**src/rtl/riscv_fetch_pkg.sv**
```systemverilog
// -----------------------------------------------------------------------------
// riscv_fetch_pkg
// Shared definitions for the fetch front end of the single-cycle RISC-V core.
//   PC_W_DEFAULT      : default PC / byte-address width
//   RESET_PC_DEFAULT  : default PC loaded on reset (must be word-aligned)
//   HALT_INSN_DEFAULT : encoding of jal x0,0 (self-loop), which halts fetch
//   fetch_state_e     : fetch sequencer states, 2-bit encoding
//   is_misaligned()   : true when a byte address is not word-aligned
// -----------------------------------------------------------------------------
package riscv_fetch_pkg;

  localparam int unsigned PC_W_DEFAULT      = 8;
  localparam logic [7:0]  RESET_PC_DEFAULT  = 8'h00;
  localparam logic [31:0] HALT_INSN_DEFAULT = 32'h0000_006F;

  typedef enum logic [1:0] {
    ST_BOOT = 2'b00,
    ST_RUN  = 2'b01,
    ST_HALT = 2'b10,
    ST_TRAP = 2'b11
  } fetch_state_e;

  // Word alignment test on the two low address bits.
  function automatic logic is_misaligned(input logic [1:0] addr_lo);
    return (addr_lo != 2'b00);
  endfunction

endpackage

```
**src/rtl/next_pc_sel.sv**
```systemverilog
// -----------------------------------------------------------------------------
// next_pc_sel
// Combinational next-state / next-PC selection for fetch_unit. In RUN the
// priority is: misaligned redirect (trap) > aligned redirect (flush) >
// capture-and-advance > stall (hold). HALT only drains the held instruction,
// TRAP and BOOT never capture.
// Ports:
//   state           in  current sequencer state
//   pc              in  current fetch PC
//   if_valid        in  holding register contains a live instruction
//   id_ready        in  decode consumes the held instruction this cycle
//   redirect_valid  in  branch/jump resolved this cycle
//   redirect_target in  redirect destination
//   instr_in        in  word fetched from pc this cycle
//   next_state      out state for the next cycle
//   next_pc         out PC for the next cycle
//   load            out capture instr_in/pc into the holding register
//   flush           out drop the held instruction (aligned redirect)
//   trap_set        out misaligned redirect seen, latch trap and trap_pc
//   drain           out held HALT instruction consumed, clear if_valid
// -----------------------------------------------------------------------------
module next_pc_sel
  import riscv_fetch_pkg::*;
#(
  parameter int unsigned    PC_W      = PC_W_DEFAULT,
  parameter logic [31:0]    HALT_INSN = HALT_INSN_DEFAULT
) (
  input  fetch_state_e       state,
  input  logic [PC_W-1:0]    pc,
  input  logic               if_valid,
  input  logic               id_ready,
  input  logic               redirect_valid,
  input  logic [PC_W-1:0]    redirect_target,
  input  logic [31:0]        instr_in,
  output fetch_state_e       next_state,
  output logic [PC_W-1:0]    next_pc,
  output logic               load,
  output logic               flush,
  output logic               trap_set,
  output logic               drain
);

  localparam logic [PC_W-1:0] PC_STEP = PC_W'(3'd4);

  // Priority selection of the next fetch action.
  always_comb begin
    next_state = state;
    next_pc    = pc;
    load       = 1'b0;
    flush      = 1'b0;
    trap_set   = 1'b0;
    drain      = 1'b0;
    case (state)
      ST_BOOT: begin
        next_state = ST_RUN;
      end
      ST_RUN: begin
        if (redirect_valid && is_misaligned(redirect_target[1:0])) begin
          // pc is left untouched so it still points at the last good fetch
          trap_set   = 1'b1;
          next_state = ST_TRAP;
        end else if (redirect_valid) begin
          // flush wins over id_ready; the outgoing word counts as consumed
          flush   = 1'b1;
          next_pc = redirect_target;
        end else if (!if_valid || id_ready) begin
          load = 1'b1;
          if (instr_in == HALT_INSN) begin
            next_state = ST_HALT;
          end else begin
            next_pc = pc + PC_STEP;
          end
        end else begin
          // stall: decode is holding, everything stays put
          next_pc = pc;
        end
      end
      ST_HALT: begin
        if (if_valid && id_ready) begin
          drain = 1'b1;
        end else begin
          drain = 1'b0;
        end
      end
      ST_TRAP: begin
        next_state = ST_TRAP;
      end
      default: begin
        next_state = ST_BOOT;
      end
    endcase
  end

endmodule

```
**src/rtl/fetch_unit.sv**
```systemverilog
// -----------------------------------------------------------------------------
// fetch_unit
// Front end of the single-cycle RISC-V core. Owns the PC, addresses the
// combinational instruction memory, and registers the returned word into a
// fetch/decode holding register with a valid/ready handshake. Accepts
// redirects, traps on misaligned targets, and halts on jal x0,0.
// Optional build macro FETCH_PERF_EN adds fetch_cnt / stall_cnt counters.
// Ports:
//   clk             in  system clock, rising edge
//   rst             in  synchronous active-high reset
//   pc              out fetch address to instruction memory
//   instr_in        in  word at pc (combinational, same cycle)
//   if_instr        out registered instruction to decode
//   if_pc           out PC of if_instr
//   if_valid        out if_instr/if_pc hold a live instruction
//   id_ready        in  decode consumes if_instr when if_valid=1
//   redirect_valid  in  branch taken / jal / jalr resolved this cycle
//   redirect_target in  new PC (bit 0 already cleared for jalr)
//   halted          out fetch stopped on the halt instruction
//   trap            out misaligned redirect target seen
//   trap_pc         out offending target
//   fetch_cnt       out (FETCH_PERF_EN) number of captures, wraps
//   stall_cnt       out (FETCH_PERF_EN) RUN cycles stalled by decode, wraps
// -----------------------------------------------------------------------------
module fetch_unit
  import riscv_fetch_pkg::*;
#(
  parameter int unsigned      PC_W      = PC_W_DEFAULT,
  parameter logic [PC_W-1:0]  RESET_PC  = PC_W'(RESET_PC_DEFAULT),
  parameter logic [31:0]      HALT_INSN = HALT_INSN_DEFAULT
) (
  input  logic             clk,
  input  logic             rst,
  output logic [PC_W-1:0]  pc,
  input  logic [31:0]      instr_in,
  output logic [31:0]      if_instr,
  output logic [PC_W-1:0]  if_pc,
  output logic             if_valid,
  input  logic             id_ready,
  input  logic             redirect_valid,
  input  logic [PC_W-1:0]  redirect_target,
  output logic             halted,
  output logic             trap,
  output logic [PC_W-1:0]  trap_pc
`ifdef FETCH_PERF_EN
  ,
  output logic [15:0]      fetch_cnt,
  output logic [15:0]      stall_cnt
`endif
);

  fetch_state_e      state_r;
  fetch_state_e      next_state_s;
  logic [PC_W-1:0]   next_pc_s;
  logic              load_s;
  logic              flush_s;
  logic              trap_set_s;
  logic              drain_s;

  next_pc_sel #(
    .PC_W      (PC_W),
    .HALT_INSN (HALT_INSN)
  ) u_next_pc_sel (
    .state           (state_r),
    .pc              (pc),
    .if_valid        (if_valid),
    .id_ready        (id_ready),
    .redirect_valid  (redirect_valid),
    .redirect_target (redirect_target),
    .instr_in        (instr_in),
    .next_state      (next_state_s),
    .next_pc         (next_pc_s),
    .load            (load_s),
    .flush           (flush_s),
    .trap_set        (trap_set_s),
    .drain           (drain_s)
  );

  // Sequencer state and program counter.
  always_ff @(posedge clk) begin
    if (rst) begin
      state_r <= ST_BOOT;
      pc      <= RESET_PC;
    end else begin
      state_r <= next_state_s;
      pc      <= next_pc_s;
    end
  end

  // Fetch/decode holding register with valid flag.
  always_ff @(posedge clk) begin
    if (rst) begin
      if_instr <= 32'h0000_0000;
      if_pc    <= {PC_W{1'b0}};
      if_valid <= 1'b0;
    end else if (load_s) begin
      if_instr <= instr_in;
      if_pc    <= pc;
      if_valid <= 1'b1;
    end else if (flush_s || trap_set_s || drain_s) begin
      if_valid <= 1'b0;
    end else begin
      if_valid <= if_valid;
    end
  end

  // Sticky status outputs: halted follows entry into HALT on the same edge.
  always_ff @(posedge clk) begin
    if (rst) begin
      halted  <= 1'b0;
      trap    <= 1'b0;
      trap_pc <= {PC_W{1'b0}};
    end else begin
      halted <= (next_state_s == ST_HALT);
      if (trap_set_s) begin
        trap    <= 1'b1;
        trap_pc <= redirect_target;
      end else begin
        trap    <= trap;
        trap_pc <= trap_pc;
      end
    end
  end

`ifdef FETCH_PERF_EN
  // Performance counters: captures and decode-induced stalls in RUN.
  always_ff @(posedge clk) begin
    if (rst) begin
      fetch_cnt <= 16'h0000;
      stall_cnt <= 16'h0000;
    end else begin
      if (load_s) begin
        fetch_cnt <= fetch_cnt + 16'h0001;
      end else begin
        fetch_cnt <= fetch_cnt;
      end
      if ((state_r == ST_RUN) && if_valid && !id_ready) begin
        stall_cnt <= stall_cnt + 16'h0001;
      end else begin
        stall_cnt <= stall_cnt;
      end
    end
  end
`else
  // Counters are not built in this configuration.
`endif

endmodule

```
**config.mk**
```make
export PLATFORM = sky130hd
export DESIGN_NAME = fetch_unit
export DESIGN_NICKNAME = d
export VERILOG_FILES = /design/src/rtl/riscv_fetch_pkg.sv /design/src/rtl/next_pc_sel.sv /design/src/rtl/fetch_unit.sv
export SDC_FILE = /design/constraint.sdc
export NUM_CORES = 1
export LEC_CHECK = 0
export CORE_ASPECT_RATIO = 1.4
export CORE_MARGIN = 2
export CORE_UTILIZATION = 30
export CTS_CLUSTER_SIZE = 16
export DETAILED_ROUTE_END_ITERATION = 7
export PLACE_DENSITY = 0.65
export SLEW_MARGIN = 25
export SYNTH_ARGS = -nofsm -noshare
export SYNTH_HDL_FRONTEND = slang
export SYNTH_SLANG_ARGS = --single-unit
export TNS_END_PERCENT = 1
```
**constraint.sdc**
```tcl
create_clock -name clk -period 1.7 [get_ports clk]
set_input_delay 0.34 -clock clk [delete_from_list [all_inputs] [get_ports clk]]
set_output_delay 0.34 -clock clk [all_outputs]
set_load 0.01 [all_outputs]
```
# Word level (Yosys, flattened, before mapping)
# Index checks and enable logic that the tools add are counted.
[totals]
word_cells = 48
in_bits = 44
out_inout_bits = 59
ff_bits = 61
[op_classes]
eq_ne = 6
mux = 21
bitwise = 1
addsub = 1
n_reduce_logical = 11
[op_table]
columns = ["operator", "count"]
rows = [
  ["$eq 32x7->1 const B", 1],
  ["$mux 8", 3],
  ["$mux 1", 13],
  ["$add 8x3->8 const B", 1],
  ["$mux 2", 4],
  ["$eq 2x2->1 const B", 3],
  ["$pmux 2 s3", 1],
  ["$reduce_bool 2->1", 3],
  ["$reduce_and 4->1", 1],
  ["$logic_or 1x1->1", 3],
  ["$eq 2x1->1 const B", 1],
  ["$logic_and 1x1->1", 2],
  ["$logic_not 2->1", 1],
  ["$ne 2x2->1 const B", 1],
  ["$logic_not 1->1", 1],
  ["$not 1->1", 1],
]

# Depth between registers and ports, before layout
[depth]
ltp_word = 8
depth_mapped = 7

# Hierarchy
# From an unflattened synthesis, not the netlist that was laid out.
[hier_totals]
hier_cells = 262
hier_area_um2 = 2606.2
[by_module_without_submodules]
columns = ["module", "area_each_um2", "seq_area_each_um2", "cells_per_inst", "instances"]
rows = [
  ["fetch_unit", 2048.2, 1221.2, 186, 1],
  ["next_pc_sel", 558.0, 0.0, 76, 1],
]

# Worst setup path after synthesis
# Ideal clock, no wire load.
[synth_path]
path_type = "input to register"
from = "input instr_in[26]"
to = "register pc[7]"
arrival_ps = 1349
setup_slack_ps = 219
cell_stages = 6
setup_ps = 132
cell_sequence = "nor4_1 nand2_1 nor3_2 buf_4 mux2i_1 o22ai_1"
[synth_between]
elab_chain_len = 3
[synth_lines]
columns = ["item", "line", "text"]
rows = [
  ["from (decl)", "fetch_unit.sv:35", "input logic [31:0] instr_in,"],
  ["$eq 32x7->1", "next_pc_sel.sv:68", "if (instr_in == HALT_INSN) begin"],
  ["$ne 2x2->1 (no line)", "--", ""],
  ["$reduce_and 4->1 (no line)", "--", ""],
  ["to (signal assigned)", "fetch_unit.sv:86", "pc <= next_pc_s;"],
  ["to (decl)", "fetch_unit.sv:34", "output logic [PC_W-1:0] pc,"],
]
# No other way between the ends.
# A chain may end at the register's enable or synchronous reset.

# Final worst setup path
[layout_path]
from = "register pc[6]"
to = "output pc[6]"
# No word-level cell between the ends.

==> impl_metrics.ini <==
[status]
status = completed

[global_route]
antenna_found_initial = 0
gr-total-overflow = 0
grt_pass1_wl_um = 11100
grt_pass1_vias = 2378
grt_use_total_pct = 16.4
grt_max_degree = 42

[floorplan]
die_area_um2 = 8650
start_util_pct = 30.8
ios = 103
die_w_um = 79.2
rows = 38
die_h_um = 109
coreArea_um2 = 7700

[worst_setup_path]
crit_slowest_cell = clkdlybuf4s50_1
crit_type = reg -> out
endpoint_kind = output port
critical_path_required_ns = 1.36
start_kind = flop
slowest_delay_ns = 0.60
crit_family = buffers and inverters
path_cells = clkdlybuf4s50_1
cp_num_buf_inv = 1
path_max_fanout = 5
worstPathArrival_ns = 1.33

[clocking]
cts_buffers = 9
cts-root-buf = clkbuf_8
clock_latency_ns = 0.33
clock_sinks = 61
clk_pin_slew_worst_paths_ns = 0.06
hold_buffers = 0
tritoncts = built
clockBufferDepth = 2
htree_levels = 3

[route]
wl_um = 7080
drtAntennaViolNets = 0
drtPass1Iterations = 5
drt_first_iter_violations = 118
via_per_inst = 4.75
drc = 0
num_vias = 2472
wl_per_cell_um = 13.6

[logic_synthesis]
ys_seq_area_share_pct = 51.4
syn_area_um2 = 2370
synth_ff_type = dfxtp_1
ys_ff_latch = 61
synthTopCellsByArea = dfxtp_1 51%, nand2_1 15%, a21oi_1 8.9%, mux2i_1 3.0%, nor2_1 2.2%
yosys.area.top_type_share_pct = 51.4
yosys_warnings = 0
async_flop_share_pct = 0
netlist_instances = 290
yosysTopAreaCell = dfxtp_1
synth_edf_count = 0
synth_fp_nets = 335
synth.distinct_cells = 38
avgSynthCellArea_um2 = 8.19

[timing]
setup_slack_ns = 0.0291
fin_crit_sh_pct = 98.3
slew_viol_final = 0
finClkSkew_ns = 0.00673
hold_violations = 0
rsz0062_at_grt = true
finalSetupViolCount = 0
fmax_mhz = 598
layout_min_cycle_time_ns = 1.67
tightestPinTransition_ns = 0.586
fin_setup_tns_ns = 0
relSlewSlack_pct = 60.9

[placed_design]
dp_hpwl_um = 4890
portBuffers = 102
gp_routability_congestion = 0.756
dp_slack_ns = -0.533

[final_layout]
area_delta_synth_final_pct = 67.8
layout-drive-gt1-share_pct = 15.7
final_common_cell = nand2_1
final_cell_mix = 92 x nand2_1, 72 x clkdlybuf4s50_1, 57 x dfxtp_1
final_nets = 460
diodes = 0

[power_and_ir_drop]
cellPowerDensity_nw_per_um2 = 833
p_leak_nw = 1.60
max-vdd-ir-drop_mv = 0.388

[worst_hold_path]
holdCritPathClass = in -> reg

[run]
cap_violations = 0
-- what timing repair did --
action / CTS / global route
endpoints found under the setup margin: 12 / 26
gates cloned: 1 / 0
pin swaps: 11 / 11
gates resized for setup: 22 / 26
setup buffers: 1 / 0
-- path summary, 6_finish.rpt --
| kind | slack, ns | start | depth (start not counted) | to |
|---|---|---|---|---|
| setup reg to reg | 0.11 | state_r[0] | 5 | pc[6] |
| setup / recovery | 0.03 | pc[6] | 1 | pc[6] |
| hold reg to reg | 0.45 | if_instr[19] | 2 | if_instr[19] |
| hold / removal | 0.29 | instr_in[2] | 3 | if_instr[2] |
-- per-stage QoR --
step	power [W]	instance area, um2	hold slack, ns	utilization (%)	std cells
2_1_floorplan	0.00176	2370	0.454	-	290
3_5_place_dp	0.00208	3670	0.446	47.7	502
5_1_grt	0.00347	3990	0.291	51.7	520
3_3_place_gp	0.00208	3670	0.442	47.7	502
4_1_cts	0.00336	3910	0.387	50.7	520
6_report	0.00332	3990	0.290	51.7	520
-- cell type report --
type                       instances  area (um2)
fill                             764        3720
timing repair buffer             133        1310
sequential                        61        1230
multi-input combinational        208        1130
clock buffer                      12         145
tap                              100         125
clock inverter                     4        47.5
inverter                           2        7.51
-- routing by layer --
layer	track usage, %	part of all wire (%)	up-vias
met1	18.9	41	1142
met4	9.73	2.3	0
met5	0	0	-
met2	27.4	52	75
met3	4.06	5.3	17
li1	-	-	1238
-- sequential cells by signal, summed over array words and instances, names as in the netlist --
signal / cells
if_instr: 32
if_pc: 8
pc: 8
trap_pc: 8
state_r: 2
halted: 1
if_valid: 1
trap: 1
-- where the power goes --
| part | internal (W) | total (W) | switching (W) |
|---|---|---|---|
| sequential | 0.00149 | 0.00153 | 0.0000400 |
| combinational | 0.000282 | 0.000516 | 0.000234 |
| clock | 0.000713 | 0.00127 | 0.000556 |
-- kinds of logic after synthesis --
family | share of synthesized area, %
and+or+nand+nor | 26.6
DFF | 51.4
AOI/OAI and AO/OA | 14.5
buffers and inverters | 3.95
muxes | 2.95
adders and majority gates | 0.527
-- synthesized netlist by cell type, drive strengths merged, types with 2 or more instances --
master	n
dfxtp	61
nor3b	2
or3	3
buf	8
inv	2
o211ai	2
nand2	92
nand2b	2
a2bb2oi	2
a21oi	42
clkbuf	11
a31oi	5
mux2i	7
nor2	14
and2	2
nor4	7
o22ai	3
nor2b	2
nand4	2
nand3	7
(Power assumes the default switching activity.)
